--- config.mk ---
export PLATFORM = sky130hd
export DESIGN_NAME = mem_access_ctrl_flat
export DESIGN_NICKNAME = d
export VERILOG_FILES = /design/src/rtl/mem_pkg.sv /design/src/rtl/mem_access_ctrl_if.sv /design/src/rtl/mem_lane_align.sv /design/src/rtl/mem_access_ctrl.sv /design/src/flat_wrapper.sv
export SDC_FILE = /design/constraint.sdc
export NUM_CORES = 1
export LEC_CHECK = 0
export ABC_CLOCK_PERIOD_IN_PS = 2700
export CAP_MARGIN = 20
export CORE_ASPECT_RATIO = 2
export CORE_UTILIZATION = 40
export DETAILED_ROUTE_END_ITERATION = 8
export PLACE_DENSITY = 0.7
export SYNTH_ARGS = -nofsm -noshare
export SYNTH_HDL_FRONTEND = slang
export SYNTH_SLANG_ARGS = --single-unit
--- constraint.sdc ---
create_clock -name CLK -period 2.7 [get_ports CLK]
set_clock_uncertainty 0.05 [all_clocks]
set_input_delay 0.405 -clock CLK [delete_from_list [all_inputs] [get_ports CLK]]
set_output_delay 0.405 -clock CLK [all_outputs]
set_load 0.05 [all_outputs]
--- src/rtl/mem_pkg.sv ---
// Shared types for the memory access controller: access sizes, FSM states, request payload.
// Optional build macro used by the controller: MISALIGN_TRAP_EN.
package mem_pkg;

    localparam int unsigned ADDR_WIDTH = 32;
    localparam int unsigned DATA_WIDTH = 32;
    localparam int unsigned LANES      = DATA_WIDTH / 8;
    localparam int unsigned OFF_WIDTH  = $clog2(LANES);

    typedef enum logic [1:0] {
        SZ_WORD = 2'b00,
        SZ_HALF = 2'b01,
        SZ_BYTE = 2'b10
    } access_sz_e;

    typedef enum logic [2:0] {
        S_IDLE,
        S_RD,
        S_RESP,
        S_RMW_RD,
        S_RMW_WR,
        S_WR
    } state_e;

    typedef struct packed {
        access_sz_e             sz;
        logic                   uns;
        logic [OFF_WIDTH-1:0]   off;
        logic [DATA_WIDTH-1:0]  wdata;
    } req_t;

    // Reserved size encoding 2'b11 behaves as a word access.
    function automatic access_sz_e decode_sz(input logic [1:0] sel);
        case (sel)
            2'b01:   return SZ_HALF;
            2'b10:   return SZ_BYTE;
            default: return SZ_WORD;
        endcase
    endfunction

    function automatic logic is_misaligned(input access_sz_e sz, input logic [OFF_WIDTH-1:0] off);
        case (sz)
            SZ_HALF: return off[0];
            SZ_WORD: return off != '0;
            default: return 1'b0;
        endcase
    endfunction

    // Drops address bits below the access size so the lane select is always aligned.
    function automatic logic [OFF_WIDTH-1:0] align_off(input access_sz_e sz, input logic [OFF_WIDTH-1:0] off);
        case (sz)
            SZ_WORD: return '0;
            SZ_HALF: return {off[1], 1'b0};
            default: return off;
        endcase
    endfunction

endpackage

--- src/rtl/mem_access_ctrl_if.sv ---
// CPU request/response and word-RAM signals of the memory access controller.
interface mem_access_ctrl_if;

    logic                            cpu_req;
    logic                            cpu_we;
    logic [1:0]                      cpu_sel;
    logic                            cpu_uns;
    logic [mem_pkg::ADDR_WIDTH-1:0]  cpu_addr;
    logic [mem_pkg::DATA_WIDTH-1:0]  cpu_wdata;
    logic [mem_pkg::DATA_WIDTH-1:0]  cpu_rdata;
    logic                            cpu_ready;
    logic                            cpu_err;
    logic [mem_pkg::ADDR_WIDTH-1:0]  ram_addr;
    logic [mem_pkg::DATA_WIDTH-1:0]  ram_wdata;
    logic                            ram_we;
    logic [mem_pkg::DATA_WIDTH-1:0]  ram_rdata;

    modport slave (
        input  cpu_req, cpu_we, cpu_sel, cpu_uns, cpu_addr, cpu_wdata, ram_rdata,
        output cpu_rdata, cpu_ready, cpu_err, ram_addr, ram_wdata, ram_we
    );

    modport master (
        output cpu_req, cpu_we, cpu_sel, cpu_uns, cpu_addr, cpu_wdata, ram_rdata,
        input  cpu_rdata, cpu_ready, cpu_err, ram_addr, ram_wdata, ram_we
    );

endinterface

--- src/rtl/mem_lane_align.sv ---
// Byte-lane extract/extend for loads and lane merge for sub-word stores (little-endian).
module mem_lane_align
    import mem_pkg::*;
(
    input  access_sz_e             sz,
    input  logic                   uns,
    input  logic [OFF_WIDTH-1:0]   off,
    input  logic [DATA_WIDTH-1:0]  rword,
    input  logic [DATA_WIDTH-1:0]  wdata,
    output logic [DATA_WIDTH-1:0]  load_c,
    output logic [DATA_WIDTH-1:0]  merge_c
);

    logic [7:0]  byte_v;
    logic [15:0] half_v;

    always_comb begin
        byte_v  = rword[{off, 3'b000} +: 8];
        half_v  = off[1] ? rword[31:16] : rword[15:0];
        load_c  = rword;
        merge_c = wdata;
        case (sz)
            SZ_BYTE: begin
                load_c  = {{24{~uns & byte_v[7]}}, byte_v};
                merge_c = rword;
                merge_c[{off, 3'b000} +: 8] = wdata[7:0];
            end
            SZ_HALF: begin
                load_c  = {{16{~uns & half_v[15]}}, half_v};
                merge_c = off[1] ? {wdata[15:0], rword[15:0]} : {rword[31:16], wdata[15:0]};
            end
            default: begin
                load_c  = rword;
                merge_c = wdata;
            end
        endcase
    end

endmodule

--- src/rtl/mem_access_ctrl.sv ---
// Sequences CPU loads/stores onto a word-wide RAM with sub-word read-modify-write.
// Build option: define MISALIGN_TRAP_EN to complete misaligned accesses with cpu_err.
module mem_access_ctrl
    import mem_pkg::*;
(
    input  logic             CLK,
    input  logic             RST,
    mem_access_ctrl_if.slave bus
);

    state_e                  state;
    req_t                    req;
    state_e                  accept_next_c;
    access_sz_e              sz_in;
    logic [OFF_WIDTH-1:0]    off_in;
    logic                    accept_c;
    logic [DATA_WIDTH-1:0]   load_c;
    logic [DATA_WIDTH-1:0]   merge_c;

    assign sz_in  = decode_sz(bus.cpu_sel);
    assign off_in = bus.cpu_addr[OFF_WIDTH-1:0];
    // The cycle carrying a completion pulse never accepts a new request.
    assign accept_c = (state == S_IDLE) && bus.cpu_req && !bus.cpu_ready;

`ifdef MISALIGN_TRAP_EN
    logic err_q;
    logic misalign_c;
    assign misalign_c = is_misaligned(sz_in, off_in);
`else
    assign bus.cpu_err = 1'b0;
`endif

    always_comb begin
        accept_next_c = S_RD;
        if (bus.cpu_we) begin
            accept_next_c = (sz_in == SZ_WORD) ? S_WR : S_RMW_RD;
        end
`ifdef MISALIGN_TRAP_EN
        if (misalign_c) begin
            accept_next_c = S_WR;
        end
`endif
    end

    mem_lane_align u_align (
        .sz      (req.sz),
        .uns     (req.uns),
        .off     (req.off),
        .rword   (bus.ram_rdata),
        .wdata   (req.wdata),
        .load_c  (load_c),
        .merge_c (merge_c)
    );

    always_ff @(posedge CLK) begin
        if (RST) begin
            state         <= S_IDLE;
            req           <= '0;
            bus.cpu_rdata <= '0;
            bus.cpu_ready <= 1'b0;
            bus.ram_addr  <= '0;
            bus.ram_wdata <= '0;
            bus.ram_we    <= 1'b0;
`ifdef MISALIGN_TRAP_EN
            err_q         <= 1'b0;
            bus.cpu_err   <= 1'b0;
`endif
        end else begin
            bus.cpu_ready <= 1'b0;
            bus.ram_we    <= 1'b0;
`ifdef MISALIGN_TRAP_EN
            bus.cpu_err   <= 1'b0;
`endif
            case (state)
                S_IDLE: begin
                    if (accept_c) begin
                        req <= '{sz: sz_in, uns: bus.cpu_uns,
                                 off: align_off(sz_in, off_in), wdata: bus.cpu_wdata};
                        bus.ram_addr <= {bus.cpu_addr[ADDR_WIDTH-1:OFF_WIDTH], OFF_WIDTH'(0)};
                        state        <= accept_next_c;
`ifdef MISALIGN_TRAP_EN
                        err_q        <= misalign_c;
`endif
                    end
                end
                S_RD:     state <= S_RESP;
                S_RESP: begin
                    bus.cpu_rdata <= load_c;
                    bus.cpu_ready <= 1'b1;
                    state         <= S_IDLE;
                end
                S_RMW_RD: state <= S_RMW_WR;
                S_RMW_WR: begin
                    bus.ram_wdata <= merge_c;
                    bus.ram_we    <= 1'b1;
                    bus.cpu_ready <= 1'b1;
                    state         <= S_IDLE;
                end
                S_WR: begin
                    bus.cpu_ready <= 1'b1;
                    state         <= S_IDLE;
`ifdef MISALIGN_TRAP_EN
                    bus.cpu_err   <= err_q;
                    if (!err_q) begin
                        bus.ram_wdata <= req.wdata;
                        bus.ram_we    <= 1'b1;
                    end
`else
                    bus.ram_wdata <= req.wdata;
                    bus.ram_we    <= 1'b1;
`endif
                end
                default:  state <= S_IDLE;
            endcase
        end
    end

endmodule

--- src/flat_wrapper.sv ---
// flat-port wrapper written by rule: the top's interface ports become plain ports
module mem_access_ctrl_flat import mem_pkg::*;
  (CLK, RST, bus_cpu_req, bus_cpu_we, bus_cpu_sel, bus_cpu_uns, bus_cpu_addr, bus_cpu_wdata, bus_ram_rdata, bus_cpu_rdata, bus_cpu_ready, bus_cpu_err, bus_ram_addr, bus_ram_wdata, bus_ram_we);
  mem_access_ctrl_if bus_i ();
  input  logic CLK;
  input  logic RST;
  input wire logic [$bits(bus_i.cpu_req)-1:0] bus_cpu_req;
  input wire logic [$bits(bus_i.cpu_we)-1:0] bus_cpu_we;
  input wire logic [$bits(bus_i.cpu_sel)-1:0] bus_cpu_sel;
  input wire logic [$bits(bus_i.cpu_uns)-1:0] bus_cpu_uns;
  input wire logic [$bits(bus_i.cpu_addr)-1:0] bus_cpu_addr;
  input wire logic [$bits(bus_i.cpu_wdata)-1:0] bus_cpu_wdata;
  input wire logic [$bits(bus_i.ram_rdata)-1:0] bus_ram_rdata;
  output wire logic [$bits(bus_i.cpu_rdata)-1:0] bus_cpu_rdata;
  output wire logic [$bits(bus_i.cpu_ready)-1:0] bus_cpu_ready;
  output wire logic [$bits(bus_i.cpu_err)-1:0] bus_cpu_err;
  output wire logic [$bits(bus_i.ram_addr)-1:0] bus_ram_addr;
  output wire logic [$bits(bus_i.ram_wdata)-1:0] bus_ram_wdata;
  output wire logic [$bits(bus_i.ram_we)-1:0] bus_ram_we;
  assign bus_i.cpu_req = bus_cpu_req;
  assign bus_i.cpu_we = bus_cpu_we;
  assign bus_i.cpu_sel = bus_cpu_sel;
  assign bus_i.cpu_uns = bus_cpu_uns;
  assign bus_i.cpu_addr = bus_cpu_addr;
  assign bus_i.cpu_wdata = bus_cpu_wdata;
  assign bus_i.ram_rdata = bus_ram_rdata;
  assign bus_cpu_rdata = bus_i.cpu_rdata;
  assign bus_cpu_ready = bus_i.cpu_ready;
  assign bus_cpu_err = bus_i.cpu_err;
  assign bus_ram_addr = bus_i.ram_addr;
  assign bus_ram_wdata = bus_i.ram_wdata;
  assign bus_ram_we = bus_i.ram_we;
  mem_access_ctrl u_core (.CLK(CLK), .RST(RST), .bus(bus_i));
endmodule
==> impl_metrics.yaml, run 1 <==
sta:
  setup_viol: 0
  fin_crit_sh_pct: 83.6
  tns_ns: 0
  hold_viol: 0
  worst_pin_slew_ns: 0.652
  slew_viol_final: 0
  grt_setup_unrepaired: "false"
  whs_ns: 0.368
  timing.fmax_ghz: 0.443
  slew_headroom_pct: 56.3
  fin_crit_ns: 2.26
global_route:
  antenna_found_initial: 0
  grt_max_degree: 136
  grt_pass1_vias: 6446
  grt_usage_pct: 27.0
  gr-total-overflow: 0
  grt_pass1_wl_um: 34700
pwr:
  p_int_mw: 4.21
  ir_worst_vdd_uv: 435
  powerDensity_nw_per_um2: 649
  leakage_nw: 3.31
  p_comb_share_pct: 21.3
  total_power_mw: 6.07
  clock_power_share_pct: 41.6
  p_sw_mw: 1.85
  switching_share_pct: 30.6
  pwr-share-seq_pct: 37.1
logic_synthesis:
  syn_area_per_cell_um2: 8.11
  yosysTopAreaCellShare_pct: 41.7
  synth-edff-count: 0
  yosysTopAreaCell: "dfxtp_1"
  synth_seq_area_share_pct: 41.7
  synth_area_leaders: "dfxtp_1 42%, nand2_1 10%, a21oi_1 7.6%"
  yosys_warnings: 0
  synth_cell_type_count: 49
  ys_ff_latch: 136
  netlist_area_um2: 6530
  synth-main-ff-cell: "dfxtp_1"
  async_flop_share_pct: 0
  synth_cells: 805
run_status:
  outcome: "finished clean"
floorplanning:
  dieArea_um2: 16900
  ios: 202
  rows: 65
  start_util_pct: 41.2
  die_y_um: 183
  core_um2: 15900
  die_w_um: 92.3
clock_network:
  clkSlewWorstSetupHoldPaths_ns: 0.06
  postCtsSetupRepairBufs: 0
  cts_resized: 0
  holdBufCountCts: 0
  htreeDepth: 4
  clkSinkCount: 136
  numCtsBuffers: 17
  cts_tree: "built"
  cts_root_buffer: "clkbuf_16"
  cts.path.max_buffers: 2
  clk_latency_ns: 0.42
setup_path:
  r2r_cells: 6
  r2r-start: "u_core.req[33]"
  path_class: "register to register"
  crit_arrival_ns: 2.48
  crit_path_max_fanout: 36
  worstPathRequired_ns: 2.92
  regToRegEndpoint: "u_core.bus.cpu_rdata[29]"
  r2r_slack_ns: 0.44
  setup.worst_path.start_class: "register"
  worstSetupEndpointType: "register"
min_path:
  hold_path.startpoint: "RST"
  hp-class: "input port to register"
  min_to: "u_core.bus.ram_we"
  hold_depth: 3
cells_and_area:
  finish.utilization_pct: 59.0
  area_growth_pct: 43.3
  layout_common_cells: "197 x clkdlybuf4s50_1, 177 x nand2_1, 136 x dfxtp_1"
  drive_gt1_share_pct: 9.88
  nNetsFinal: 1092
  antennaDiodeCount: 0
  fill_cells: 1504
  instances_no_fill: 1193
  final_common_cell: "clkdlybuf4s50_1"
drt:
  drc: 0
  vias: 6605
  vias_per_cell: 5.54
  first_pass_iters: 7
  final_antenna_net_count: 0
  avgRoutedWirePerCell_um: 18.6
  drt-initial-drc-count: 355
  drt_wl_total_um: 22200
placement:
  dp.cells: 1160
  gp_congestion: 0.926
  dpl.hpwl_um: 16100
  port_buffers: 198
flow_run:
  drv_cap: 0
-- flip-flops by register name (all words and copies together) (netlist names) --
name,cells
u_core.bus.cpu_rdata,32
u_core.bus.cpu_ready,1
u_core.bus.ram_addr,30
u_core.bus.ram_wdata,32
u_core.bus.ram_we,1
u_core.req,37
u_core.state,3
-- stage by stage --
step	worst slack, ns	cell area (µm²)
2_1_floorplan	0.377	6530
3_3_place_gp	0.356	8700
3_5_place_dp	0.304	8700
4_1_cts	0.455	9340
5_1_grt	0.334	9350
6_report	0.443	9350
-- worst max-delay path, cell delays in order (launching register included) --
cell and delay, ns:
dfxtp_1 0.32, buf_4 0.40, mux4_2 0.60, and2_4 0.19, o31ai_4 0.20, buf_4 0.24
a211oi_1 0.10
-- layer usage --
| metal | up-vias | global-route usage, % | part of all wire [%] |
|---|---|---|---|
| li1 | 3179 | - | - |
| met4 | 0 | 19.3 | 7.0 |
| met1 | 3053 | 27.9 | 35 |
| met3 | 81 | 6.46 | 6.6 |
| met2 | 292 | 47.0 | 51 |
| met5 | - | 0 | 0 |
-- logic make-up (layout without fill, tap and decap cells) --
| kind of cell | after synthesis | count (layout) | synth area share (%) |
|---|---|---|---|
| and+or+nand+nor | 298 | 298 | 20.5 |
| adders and majority gates | 10 | 10 | 1.92 |
| DFF | 136 | 136 | 41.7 |
| muxes | 30 | 30 | 6.54 |
| buffers and inverters | 94 | 279 | 6.12 |
| other | 1 | 3 | 0.0575 |
| AOI/OAI and AO/OA | 236 | 236 | 23.2 |
-- power groups by stage --
stage / registers (mW) / clock network (mW) / logic [mW]
finish: 2.25 / 2.52 / 1.29
global route: 2.26 / 2.65 / 1.38
floorplan: 2.55 / 0 / 0.494
CTS: 2.25 / 2.57 / 1.29
global placement: 2.28 / 0 / 1.28
detailed placement: 2.29 / 0 / 1.29
-- how the worst max path moves through the flow --
stage	end	cells past startpoint	start
after floorplan	u_core.bus.ram_wdata[14]	10	u_core.req[33]
after global placement	u_core.bus.cpu_rdata[16]	6	bus_ram_rdata[31]
after detailed placement	u_core.bus.cpu_rdata[29]	6	bus_ram_rdata[31]
after CTS	u_core.bus.cpu_rdata[29]	6	u_core.req[33]
after global routing	u_core.bus.cpu_rdata[29]	6	u_core.req[33]
final	u_core.bus.cpu_rdata[29]	6	u_core.req[33]
-- cells in the mapped netlist, types with 2 or more instances --
| cell | n |
|---|---|
| dfxtp_1 | 136 |
| a21oi_1 | 99 |
| nor4_1 | 2 |
| a22oi_1 | 2 |
| a221o_1 | 6 |
| and3b_1 | 3 |
| mux4_2 | 8 |
| nor2_1 | 47 |
| nand3b_1 | 3 |
| mux2_2 | 21 |
| buf_2 | 13 |
| o21ai_0 | 36 |
| a32o_1 | 6 |
| nand4b_1 | 2 |
| inv_1 | 22 |
| nand2b_1 | 10 |
| and3_1 | 12 |
| nand2_1 | 177 |
| and4_1 | 6 |
| a211oi_1 | 47 |
| buf_4 | 4 |
| a32oi_1 | 2 |
| buf_1 | 4 |
| a21o_1 | 8 |
| nand4_1 | 6 |
| a21boi_0 | 8 |
| ha_1 | 10 |
| nor2b_1 | 6 |
| clkbuf_1 | 49 |
| buf_6 | 2 |
| nand3_1 | 9 |
| nor3b_1 | 2 |
| nor3_1 | 4 |
| o32ai_1 | 16 |
| and2_1 | 3 |
-- layout make-up --
class | count | area, µm² | area share, %
clock buffer | 17 | 425 | 4.55
clock inverter | 15 | 214 | 2.29
inverter | 22 | 82.6 | 0.883
multi-input combinational | 577 | 3430 | 36.7
sequential | 136 | 2720 | 29.1
tap | 201 | 251 | 2.69
timing repair buffer | 225 | 2230 | 23.8
No activity file was read; power rests on OpenSTA's default activity.
==> run 2, diff against run 1 <==
- ABC_CLOCK_PERIOD_IN_PS: 2700 -> 2300
- clock period: 2.7 -> 2.3 ns (I/O delays scaled with it)
==> run 2 against run 1 <==
Net effect: die area unchanged; global-route usage is 0.69 points higher; critical path depth up 1; combinational power rose by 23%; hold slack got worse by 0.095 ns.
==> impl_metrics.yaml, run 2 (same netlist as run 1, synthesis figures left out) <==
drt:
  final_antenna_net_count: 0
  vias: 6713
  avgRoutedWirePerCell_um: 19.0
  first_pass_iters: 5
  drt-initial-drc-count: 367
  drc: 0
  vias_per_cell: 5.49
  drt_wl_total_um: 23300
setup_path:
  cp-startpoint: "u_core.req[33]"
  path_class: "register to register"
  worstPathRequired_ns: 2.53
  r2r-start: "u_core.req[33]"
  worstSetupEndpointType: "register"
  setup.worst_path.start_class: "register"
  crit_arrival_ns: 2.30
  crit_path_max_fanout: 10
sta:
  tns_ns: 0
  slew_headroom_pct: 54.3
  timing.fmax_ghz: 0.483
  setup_viol: 0
  finalWorstSetupSlack_ns: 0.231
  hold_viol: 0
  worst_pin_slew_ns: 0.683
  fin_crit_ns: 2.07
  grt_setup_unrepaired: "false"
  fin_crit_sh_pct: 90.0
  slew_viol_final: 0
placement:
  dpl_cell_area_um2: 8960
  place_ws_ns: 0.0403
  port_buffers: 198
  gp_congestion: 0.946
  dpl.hpwl_um: 17000
  dp.cells: 1191
cells_and_area:
  drive_gt1_share_pct: 12.5
  instances_no_fill: 1223
  final_common_cell: "clkdlybuf4s50_1"
  nNetsFinal: 1122
  reg_top3: "u_core.req (37), u_core.bus.cpu_rdata (32), u_core.bus.ram_wdata (32)"
  area_growth_pct: 47.2
  largest_register_ffs: 37
  final_area_um2: 9610
  layout_common_cells: "197 x clkdlybuf4s50_1, 177 x nand2_1, 135 x dfxtp_1"
  regMostFlops: "u_core.req"
  fill_cells: 1468
  antennaDiodeCount: 0
run_status:
  outcome: "finished clean"
global_route:
  grt_pass1_vias: 6528
  gr-total-overflow: 0
  grt_usage_pct: 27.7
  grt_max_degree: 136
  grt_pass1_wl_um: 35300
  antenna_found_initial: 0
clock_network:
  holdBufCountCts: 0
  clk_latency_ns: 0.42
  cts_root_buffer: "clkbuf_16"
  cts_tree: "built"
  clkSinkCount: 136
  clkSlewWorstSetupHoldPaths_ns: 0.06
  numCtsBuffers: 17
  htreeDepth: 4
  cts.path.max_buffers: 2
  postCtsSetupRepairBufs: 0
min_path:
  hold_path.startpoint: "RST"
  hp-class: "input port to register"
floorplanning:
  rows: 65
  die_w_um: 92.3
  ios: 202
  dieArea_um2: 16900
  die_y_um: 183
  start_util_pct: 41.2
  core_um2: 15900
flow_run:
  drv_cap: 0
pwr:
  total_power_mw: 7.26
  leakage_nw: 3.48
  powerDensity_nw_per_um2: 755
  ir_worst_vdd_uv: 593
-- run 2: cell count changes in the layout (fill, tap and decap cells not counted), sizes merged --
cell | previous run | this run
inv | 28 | 25
clkinv | 1 | 5
bufinv | 4 | 5
buf | 27 | 58
clkinvlp | 4 | 1
-- run 2: report_power, final --
part	internal (mW)	total [mW]	leakage, nW	switching [mW]
combinational	0.638	1.59	2.06	0.947
clock	1.94	3.03	0.315	1.10
sequential	2.51	2.64	1.11	0.124
total	5.09	7.26	3.48	2.17
-- run 2: worst max-delay path, cell delays in order (launching register included) --
cell and delay (ns):
dfxtp_2 0.47, inv_1 0.12, ha_1 0.30, buf_4 0.18, and2_1 0.21, and3_1 0.20
o21ai_0 0.29, a211oi_1 0.12
-- run 2: layout make-up --
cell class              count  area [µm²]  share of cell area, %
clock buffers              18         429                   4.47
well taps                 201         251                   2.62
multi-input cells         577        3430                   35.7
inverters                  22        82.6                  0.859
clock inverters            14         220                   2.29
repair buffers            255        2470                   25.7
flip-flops and latches    136        2720                   28.3
-- run 2: repair_timing --
item                                   4_1_cts  5_1_grt
setup endpoints to repair                    0        7
gates resized for setup                      0        1
endpoints found under the hold margin        0        0
-- run 2: layer usage --
layer	GRT usage, %	share of wire [%]	up-vias
met4	20.6	7.7	0
met3	5.63	5.0	82
li1	-	-	3246
met2	49.7	52	265
met5	0	0	-
met1	27.6	35	3120
-- run 2: worst paths after layout --
path,to,slack (ns),cells after the start
worst max-delay path,u_core.bus.ram_wdata[8],0.23,7
worst min-delay path,u_core.bus.ram_we,0.27,3
worst max register to register,u_core.bus.ram_wdata[8],0.23,7
worst min register to register,u_core.bus.ram_addr[4],0.40,2
-- run 2: per-stage QoR --
stage	hold slack, ns	util [%]
finish	0.273	60.6
global placement	0.389	56.4
detailed placement	0.394	56.5
floorplan	0.383	-
CTS	0.254	60.6
global route	0.257	60.6
==> run 3, diff against run 2 <==
- CELL_PAD_IN_SITES_DETAIL_PLACEMENT: default -> 1
- CELL_PAD_IN_SITES_GLOBAL_PLACEMENT: default -> 1
- CORE_UTILIZATION: 40 -> 34
- PLACE_DENSITY: 0.7 -> default
- PLACE_DENSITY_LB_ADDON: default -> 0.1
==> run 3 against run 2 <==
Net effect: power is 3.6% lower; cell count increased by 4.3%; maximum frequency decreased by 1.8%; clock power is 9.6% lower; critical path type unchanged; largest power group unchanged.
==> impl_metrics.yaml, run 3 (same netlist as run 1, synthesis figures left out) <==
run_status:
  outcome: "finished clean"
setup_path:
  r2r_slack_ns: 0.19
  crit_chain: "inv_1 -> ha_1 -> and4bb_2 -> a32o_1 -> a211oi_1 -> o32ai_1"
  worstPathRequired_ns: 2.54
  worstSetupEndpointType: "register"
  critical-path-max-stage-delay_ns: 0.38
  crit_path_max_fanout: 12
  crit_arrival_ns: 2.35
  cpMaxStageDelayCell: "dfxtp_2"
  path_class: "register to register"
  setup.worst_path.start_class: "register"
clock_network:
  clkSinkCount: 136
  clk_latency_ns: 0.43
  cts_resized: 0
  cts_tree: "built"
  clkSlewWorstSetupHoldPaths_ns: 0.06
  holdBufCountCts: 0
  numCtsBuffers: 17
  htreeDepth: 4
  cts.path.max_buffers: 2
  postCtsSetupRepairBufs: 0
  cts_root_buffer: "clkbuf_16"
global_route:
  grt_pass1_wl_um: 41600
  grt_usage_pct: 28.3
  gr-total-overflow: 0
  antenna_found_initial: 0
  grt_pass1_vias: 7382
  grt_max_degree: 58
cells_and_area:
  reg_top3: "u_core.req (37), u_core.bus.cpu_rdata (32), u_core.bus.ram_wdata (32)"
  drive_gt1_share_pct: 12.5
  layout_common_cells: "197 x clkdlybuf4s50_1, 177 x nand2_1, 135 x dfxtp_1"
  area_growth_pct: 47.1
  largest_register_ffs: 37
  regMostFlops: "u_core.req"
  nNetsFinal: 1122
  final_common_cell: "clkdlybuf4s50_1"
  instances_no_fill: 1276
  antennaDiodeCount: 0
drt:
  drt_wl_total_um: 27100
  vias: 6814
  drc: 0
  avgRoutedWirePerCell_um: 21.2
  drt-initial-drc-count: 201
  vias_per_cell: 5.34
  first_pass_iters: 5
  final_antenna_net_count: 0
flow_run:
  drv_cap: 0
sta:
  fin_crit_ns: 2.11
  worst_pin_slew_ns: 0.647
  setup_viol: 0
  slew_headroom_pct: 56.8
  tns_ns: 0
  fin_crit_sh_pct: 91.6
  grt_setup_unrepaired: "false"
  slew_viol_final: 0
  hold_viol: 0
  timing.fmax_ghz: 0.475
floorplanning:
  die_y_um: 198
  die_w_um: 100
  core_um2: 18800
  rows: 71
  start_util_pct: 34.7
  dieArea_um2: 19800
  ios: 202
placement:
  gp_congestion: 0.942
  dpl.hpwl_um: 21100
  dp.cells: 1245
  port_buffers: 198
pwr:
  leakage_nw: 3.43
  ir_worst_vdd_uv: 444
  powerDensity_nw_per_um2: 729
min_path:
  hp-class: "input port to register"
run 3: layout make-up:
type,count,area (µm²)
multi-input cells,577,3430
fillers,2242,9230
flip-flops and latches,136,2720
well taps,255,319
clock buffers,18,439
inverters,22,82.6
repair buffers,255,2460
clock inverters,13,146
run 3: stage by stage:
| stage | setup WS, ns | hold WS (ns) | utilization (%) | power (mW) | area (µm²) |
|---|---|---|---|---|---|
| 2_1_floorplan | 0.00775 | 0.383 | - | 3.57 | 6530 |
| 3_3_place_gp | 0.109 | 0.390 | 47.8 | 4.27 | 9010 |
| 3_5_place_dp | 0.0438 | 0.396 | 47.8 | 4.31 | 9010 |
| 4_1_cts | 0.0985 | 0.285 | 50.9 | 7.06 | 9600 |
| 5_1_grt | 0.0999 | 0.324 | 51.0 | 7.27 | 9600 |
| 6_report | 0.193 | 0.300 | 51.0 | 7.00 | 9600 |
run 3: path summary, 6_finish.rpt:
path / startpoint / depth (start not counted) / endpoint
worst max-delay path: u_core.req[33] / 6 / u_core.bus.ram_wdata[26]
worst min-delay path: RST / 2 / u_core.state[0]
worst min register to register: u_core.req[20] / 2 / u_core.req[20]
worst max register to register: u_core.req[33] / 6 / u_core.bus.ram_wdata[26]
run 3: power breakdown:
part	total, mW	internal (mW)	leakage [nW]	switching [mW]
clock	2.74	1.63	0.271	1.12
combinational	1.60	0.628	2.05	0.973
sequential	2.65	2.51	1.11	0.137
run 3: layer usage:
| metal | vias to the layer above | share of wire, % | global-route usage (%) |
|---|---|---|---|
| met2 | 225 | 55 | 54.5 |
| met3 | 66 | 3.8 | 5.01 |
| met1 | 3289 | 35 | 26.7 |
| li1 | 3234 | - | - |
| met5 | - | 0 | 0 |
| met4 | 0 | 6.4 | 18.5 |
run 3: critical path: cells and delay by family (launching register included):
kind | cells | cell delay [ns]
simple gates | 1 | 0.36
compound gates | 3 | 0.81
buf+inv | 1 | 0.12
flops | 1 | 0.38
fa+ha+maj | 1 | 0.25
